## src/rtl/ps2_arrow_decoder.sv

```systemverilog
// ps2_arrow_decoder
//   Receives PS/2 keyboard frames and turns the extended arrow-key scan codes
//   into a direction code plus held-key levels.
//
//   Frame path : two-flop synchronizers -> falling-edge detect -> frame FSM
//                (start, 8 data bits LSB first, odd parity, stop) -> byte strobe.
//   Decode path: prefix FSM (E0 extended, F0 break) -> dir / held flags.
//
// Ports
//   clk        in   system clock
//   resetn     in   asynchronous active-low reset
//   PS2_CLK    in   raw keyboard clock (asynchronous)
//   PS2_DAT    in   raw keyboard data (asynchronous)
//   dir        out  last arrow made: 0 left, 1 right, 2 up, 3 down
//   dir_valid  out  one-cycle pulse when dir is updated by an arrow make
//   left/right/up/down out  held-key levels
//   frame_err  out  one-cycle pulse on parity, stop-bit or timeout error
module ps2_arrow_decoder #(
  parameter int TIMEOUT = 50000
) (
  input  logic       clk,
  input  logic       resetn,
  input  logic       PS2_CLK,
  input  logic       PS2_DAT,
  output logic [1:0] dir,
  output logic       dir_valid,
  output logic       left,
  output logic       right,
  output logic       up,
  output logic       down,
  output logic       frame_err
);

  localparam int TW = $clog2(TIMEOUT + 1);

  localparam logic [7:0] CODE_EXT   = 8'hE0;
  localparam logic [7:0] CODE_BRK   = 8'hF0;
  localparam logic [7:0] CODE_LEFT  = 8'h6B;
  localparam logic [7:0] CODE_RIGHT = 8'h74;
  localparam logic [7:0] CODE_UP    = 8'h75;
  localparam logic [7:0] CODE_DOWN  = 8'h72;

  typedef enum logic [1:0] {IDLE, DATA, PARITY, STOP} frame_state_t;
  typedef enum logic [1:0] {BASE, EXT, BRK, EXT_BRK} dec_state_t;

  function automatic logic is_arrow(input logic [7:0] code);
    return (code == CODE_LEFT) || (code == CODE_RIGHT) ||
           (code == CODE_UP)   || (code == CODE_DOWN);
  endfunction

  // Index into the held vector, which is ordered to match the dir encoding.
  function automatic logic [1:0] arrow_dir(input logic [7:0] code);
    logic [1:0] d;
    d = 2'd0;
    case (code)
      CODE_LEFT:  d = 2'd0;
      CODE_RIGHT: d = 2'd1;
      CODE_UP:    d = 2'd2;
      CODE_DOWN:  d = 2'd3;
      default:    d = 2'd0;
    endcase
    return d;
  endfunction

  // ---- stage p0/p1: synchronizers, p2: previous synchronized clock ----
  logic ps2_clk_p0, ps2_clk_p1, ps2_clk_p2;
  logic ps2_dat_p0, ps2_dat_p1;

  always_ff @(posedge clk or negedge resetn) begin
    if (!resetn) begin
      // Idle-high line levels so no edge is seen on the way out of reset.
      ps2_clk_p0 <= 1'b1;
      ps2_clk_p1 <= 1'b1;
      ps2_clk_p2 <= 1'b1;
      ps2_dat_p0 <= 1'b1;
      ps2_dat_p1 <= 1'b1;
    end else begin
      ps2_clk_p0 <= PS2_CLK;
      ps2_clk_p1 <= ps2_clk_p0;
      ps2_clk_p2 <= ps2_clk_p1;
      ps2_dat_p0 <= PS2_DAT;
      ps2_dat_p1 <= ps2_dat_p0;
    end
  end

  logic fall;
  logic bit_in;
  assign fall   = ps2_clk_p2 & ~ps2_clk_p1;
  assign bit_in = ps2_dat_p1;

  // ---- stage p3: frame FSM and byte strobe ----
  frame_state_t    fstate;
  logic [2:0]      bit_cnt;
  logic [7:0]      shift;
  logic            parity_bit;
  logic [TW-1:0]   tmo_cnt;
  logic            byte_vld_p3;
  logic [7:0]      byte_p3;

  logic timeout_hit;
  logic stop_ok;
  logic err_set;

  always_comb begin
    timeout_hit = (fstate != IDLE) && !fall && (tmo_cnt == TW'(TIMEOUT - 1));
    // Odd parity: data ones plus parity bit must be odd; stop bit must be 1.
    stop_ok     = bit_in && (^{shift, parity_bit});
    err_set     = timeout_hit || ((fstate == STOP) && fall && !stop_ok);
  end

  always_ff @(posedge clk or negedge resetn) begin
    if (!resetn) begin
      fstate      <= IDLE;
      bit_cnt     <= 3'd0;
      shift       <= 8'd0;
      parity_bit  <= 1'b0;
      tmo_cnt     <= '0;
      byte_vld_p3 <= 1'b0;
      byte_p3     <= 8'd0;
      frame_err   <= 1'b0;
    end else begin
      byte_vld_p3 <= 1'b0;
      frame_err   <= err_set;

      if ((fstate == IDLE) || fall) tmo_cnt <= '0;
      else                          tmo_cnt <= tmo_cnt + TW'(1);

      if (timeout_hit) begin
        fstate  <= IDLE;
        bit_cnt <= 3'd0;
      end else if (fall) begin
        case (fstate)
          IDLE: begin
            if (!bit_in) begin
              fstate  <= DATA;
              bit_cnt <= 3'd0;
            end
          end
          DATA: begin
            shift   <= {bit_in, shift[7:1]};
            bit_cnt <= bit_cnt + 3'd1;
            if (bit_cnt == 3'd7) fstate <= PARITY;
          end
          PARITY: begin
            parity_bit <= bit_in;
            fstate     <= STOP;
          end
          STOP: begin
            fstate <= IDLE;
            if (stop_ok) begin
              byte_vld_p3 <= 1'b1;
              byte_p3     <= shift;
            end
          end
          default: fstate <= IDLE;
        endcase
      end
    end
  end

  // ---- stage p4: prefix decoder and registered outputs ----
  dec_state_t dstate;
  logic [3:0] held;

  assign left  = held[0];
  assign right = held[1];
  assign up    = held[2];
  assign down  = held[3];

  always_ff @(posedge clk or negedge resetn) begin
    if (!resetn) begin
      dstate    <= BASE;
      dir       <= 2'd1;
      dir_valid <= 1'b0;
      held      <= 4'd0;
    end else begin
      dir_valid <= 1'b0;
      // err_set is registered into frame_err on this same edge, so the
      // decoder is already in BASE during the cycle frame_err is high.
      if (err_set) begin
        dstate <= BASE;
      end else if (byte_vld_p3) begin
        case (dstate)
          BASE: begin
            if (byte_p3 == CODE_EXT)      dstate <= EXT;
            else if (byte_p3 == CODE_BRK) dstate <= BRK;
            else                          dstate <= BASE;
          end
          EXT: begin
            if (byte_p3 == CODE_BRK) begin
              dstate <= EXT_BRK;
            end else if (byte_p3 == CODE_EXT) begin
              dstate <= EXT;
            end else begin
              dstate <= BASE;
              if (is_arrow(byte_p3)) begin
                dir                  <= arrow_dir(byte_p3);
                dir_valid            <= 1'b1;
                held[arrow_dir(byte_p3)] <= 1'b1;
              end
            end
          end
          BRK: begin
            // Break of a non-extended key: swallow the code.
            dstate <= BASE;
          end
          EXT_BRK: begin
            dstate <= BASE;
            if (is_arrow(byte_p3)) held[arrow_dir(byte_p3)] <= 1'b0;
          end
          default: dstate <= BASE;
        endcase
      end
    end
  end

endmodule
```

## config.mk

```make
export PLATFORM = sky130hd
export DESIGN_NAME = ps2_arrow_decoder
export DESIGN_NICKNAME = d
export VERILOG_FILES = /design/src/rtl/ps2_arrow_decoder.sv
export SDC_FILE = /design/constraint.sdc
export NUM_CORES = 1
export LEC_CHECK = 0
export CAP_MARGIN = 25
export CORE_MARGIN = 5
export CORE_UTILIZATION = 60
export DETAILED_ROUTE_END_ITERATION = 8
export HOLD_SLACK_MARGIN = 0.06
export PLACE_DENSITY = 0.79
export SYNTH_ARGS = -nofsm -noshare
export SYNTH_HDL_FRONTEND = slang
export SYNTH_SLANG_ARGS = --single-unit
```

## constraint.sdc

```tcl
create_clock -name clk -period 2.7 [get_ports clk]
set_clock_uncertainty 0.2 [all_clocks]
set_input_delay 0.27 -clock clk [delete_from_list [all_inputs] [get_ports clk]]
set_output_delay 0.27 -clock clk [all_outputs]
set_load 0.01 [all_outputs]
```

==> run summary <==
Startpoint Class: register
leading post-synthesis cells by cell area: dfrtp_1 44%, mux2_2 8.3%, dfstp_2 5.8%
clk slew on worst S/H paths: 0.10 ns
Yosys top cell area share: 44.16%
vias post-DR: 1734
Final Cell Area: 0.002973 mm^2
setup slack at placement: 0.2396 ns
grt ovf: 0
Post-Syn Instances: 230
DRC Markers: 0
most frequent cells in the layout: 48 x dfrtp_1, 23 x nor2_1, 20 x mux2_2, 12 x nand3_1, 11 x nand2_1
DR pass1 iterations: 4
TritonCTS Buffers: 5
post-DP HPWL: 3.383 mm
highest metal layer with signal wires: met4
crit path DAT: 2.48 ns
routed length on met2: 2.285 mm
Clk Tree Root Cell: clkbuf_8
cell taking the most area after synthesis: dfrtp_1
Post-Synthesis Cell Area: 0.002720 mm^2
PwrDens: 844.3 mW/mm^2
post-cts resize count: 0
H-tree Lvls: 2
core area: 0.004384 mm^2
metal3 WL: 180 um
P&R area growth vs syn: 9.292%
fillcell total: 315
vias in the first global route: 1789
FF+latch count, synth: 54
Slew @ Worst Pin: 0.5958 ns
total track usage: 16.77%
gp weighted congestion: 0.8182
placed cell count: 291
clock sinks: 54
critical path cell sequence: inv_1 -> ha_1 -> nor3_1 -> a311oi_2 -> o31ai_1 -> mux2_2
post-route clock period utilization: 91.86%
die area: 0.005980 mm^2
Placement Cell Area: 0.002854 mm^2
slowest CP cell: nor3_1
met1 wire length: 2.126 mm
Starting Density: 62.04%
Finish-stage setup viols: 0
Hold Crit Class: primary input to async pin
Die W: 77.33 um
most common library cell in the layout ignoring fill and taps: dfrtp_1
post-route ant nets: 0
syn nets: 242
unrepaired setup endpoints after global routing: no
antenna violations before repair: 0
clock latency on the worst-skew pair: 0.30 ns
normalized max-slew margin: 59.97%
Synth Area per Inst: 11.83 um^2
fmax: 0.4032 GHz
Rows: 24
Die Ht: 77.33 um
Post-synth EDFFs: 0
initial drt markers: 106
num ports: 12
Leakage: 1.342 nW
classification of the worst setup path: register to register
worst vdd ir: 0.4770 mV
TritonCTS clock tree: done
Max-Cap Viols: 0
first-pass GRT wire length: 8.280 mm
status: finished clean
register area share after synthesis: 49.95%
Buffers on Ports: 11
via/cell ratio: 5.780
WL final: 4.673 mm
largest net degree at the start of global routing: 31
Max Transition Viols Final: 0
non-filler instance count after layout: 300
ys flop type: dfrtp_1
setup slack after layout: 0.2199 ns
Hold Fails Final Rpt: 0
Tmin final: 2.480 ns
wire per inst: 15.58 um
Yosys cell types: 52
Longest Clk Path Bufs: 2
max incr delay on CP: 0.54 ns
Pwr Total: 2.510 mW
setup_tns: 0 ns
layout cells sized above 1: 20.16%
CP Max Fanout: 6
async set or reset register ratio after synthesis: 100.0%
Synth Warn #: 0
WP data required: 2.70 ns
Nets: 259
antenna fix cells: 0
CP endpoint kind: register
-- final timing paths --
path | start | end | slack (ns) | cells past startpoint
max | fstate[0]$_DFFE_PN0P_ | register | 0.22 | 6
min | resetn | byte_p3[5]$_DFFE_PN0P_ | 0.12 | 2
max reg2reg | fstate[0]$_DFFE_PN0P_ | register | 0.22 | 6
min reg2reg | ps2_dat_p0$_DFF_PN1_ | bit_in$_DFF_PN1_ | 0.16 | 0
max in group asynchronous | resetn | bit_in$_DFF_PN1_ | 1.54 | 3
min in group clk | PS2_CLK | ps2_clk_p0$_DFF_PN1_ | 0.16 | 1
-- report_power, final --
part	switching, mW	internal (mW)
registers	0.156	0.964
clock network	0.252	0.273
logic	0.434	0.430
total	0.842	1.67
-- routing by layer --
metal	vias to the layer above	global-route usage, %
met5	-	0
met4	0	4.811
met3	10	4.167
met2	34	28.03
met1	843	21.73
li1	847	-
-- flip-flops by register name, indices dropped and copies added (netlist names), 2 cells and up, named ones only --
name / flops
tmo_cnt: 16
byte_p3: 8
shift: 8
bit_cnt: 3
dir: 2
dstate: 2
fstate: 2
-- metrics by stage --
step | hold WS, ns | util [%]
CTS | 0.1217 | 67.81
finish | 0.1215 | 67.81
detailed placement | -0.08019 | 65.10
floorplan | -0.2256 | -
global placement | -0.08222 | 65.10
global route | 0.1250 | 67.81
-- cell families (layout without fill, tap and decap cells) --
logic type,Yosys count,in the layout,synth area share (%)
muxes,24,24,10.12
xor gates and xnor gates,18,18,6.992
adders and majority gates,8,8,3.680
AOI/OAI and AO/OA,29,29,9.430
buffers and inverters,15,33,3.542
DFF,54,54,49.95
and+or+nand+nor,82,82,16.28
-- synthesized netlist by cell type, types with 2 or more instances --
cell type,n
o31ai_1,3
a21oi_1,6
nor4b_1,2
nand3_1,12
clkbuf_1,2
nand4_1,3
and2_1,2
nor3b_1,2
xnor2_1,8
nand2_1,11
o21ai_0,4
a22o_1,2
nor4bb_1,2
dfstp_2,6
mux2i_1,2
o31a_1,2
dfrtp_1,48
or3_1,2
nor2b_1,3
nor3_1,5
mux2_2,20
nand3b_1,2
a211oi_1,2
nand2b_1,3
and3_1,3
ha_1,8
xor2_1,8
nor2_1,23
inv_1,10
mux2_4,2
-- area by class of cell --
| class | instances | area [um^2] | share of cell area (%) |
|---|---|---|---|
| timing repair buffer | 15 | 137.6 | 4.630 |
| tap | 52 | 65.06 | 2.189 |
| inverter | 10 | 37.54 | 1.263 |
| multi-input combinational | 161 | 1265 | 42.55 |
| sequential | 54 | 1359 | 45.71 |
| clock inverter | 3 | 40.04 | 1.347 |
| clock buffer | 5 | 68.82 | 2.315 |
-- worst max-delay path, delay by kind of cell (launching register included) --
family,cells,cell delay [ns]
DFF,1,0.39
adders and majority gates,1,0.28
muxes,1,0.36
buffers and inverters,1,0.10
AOI/OAI and AO/OA,2,0.52
and+or+nand+nor,1,0.54
-- repair_timing --
| item | CTS | global route |
|---|---|---|
| setup endpoints to repair | 0 | 0 |
| hold buffers | 1 | 0 |
| hold endpoints to repair | 48 | 0 |
| setup buffers | 0 | 0 |
Power figures use the tool's default switching activity.
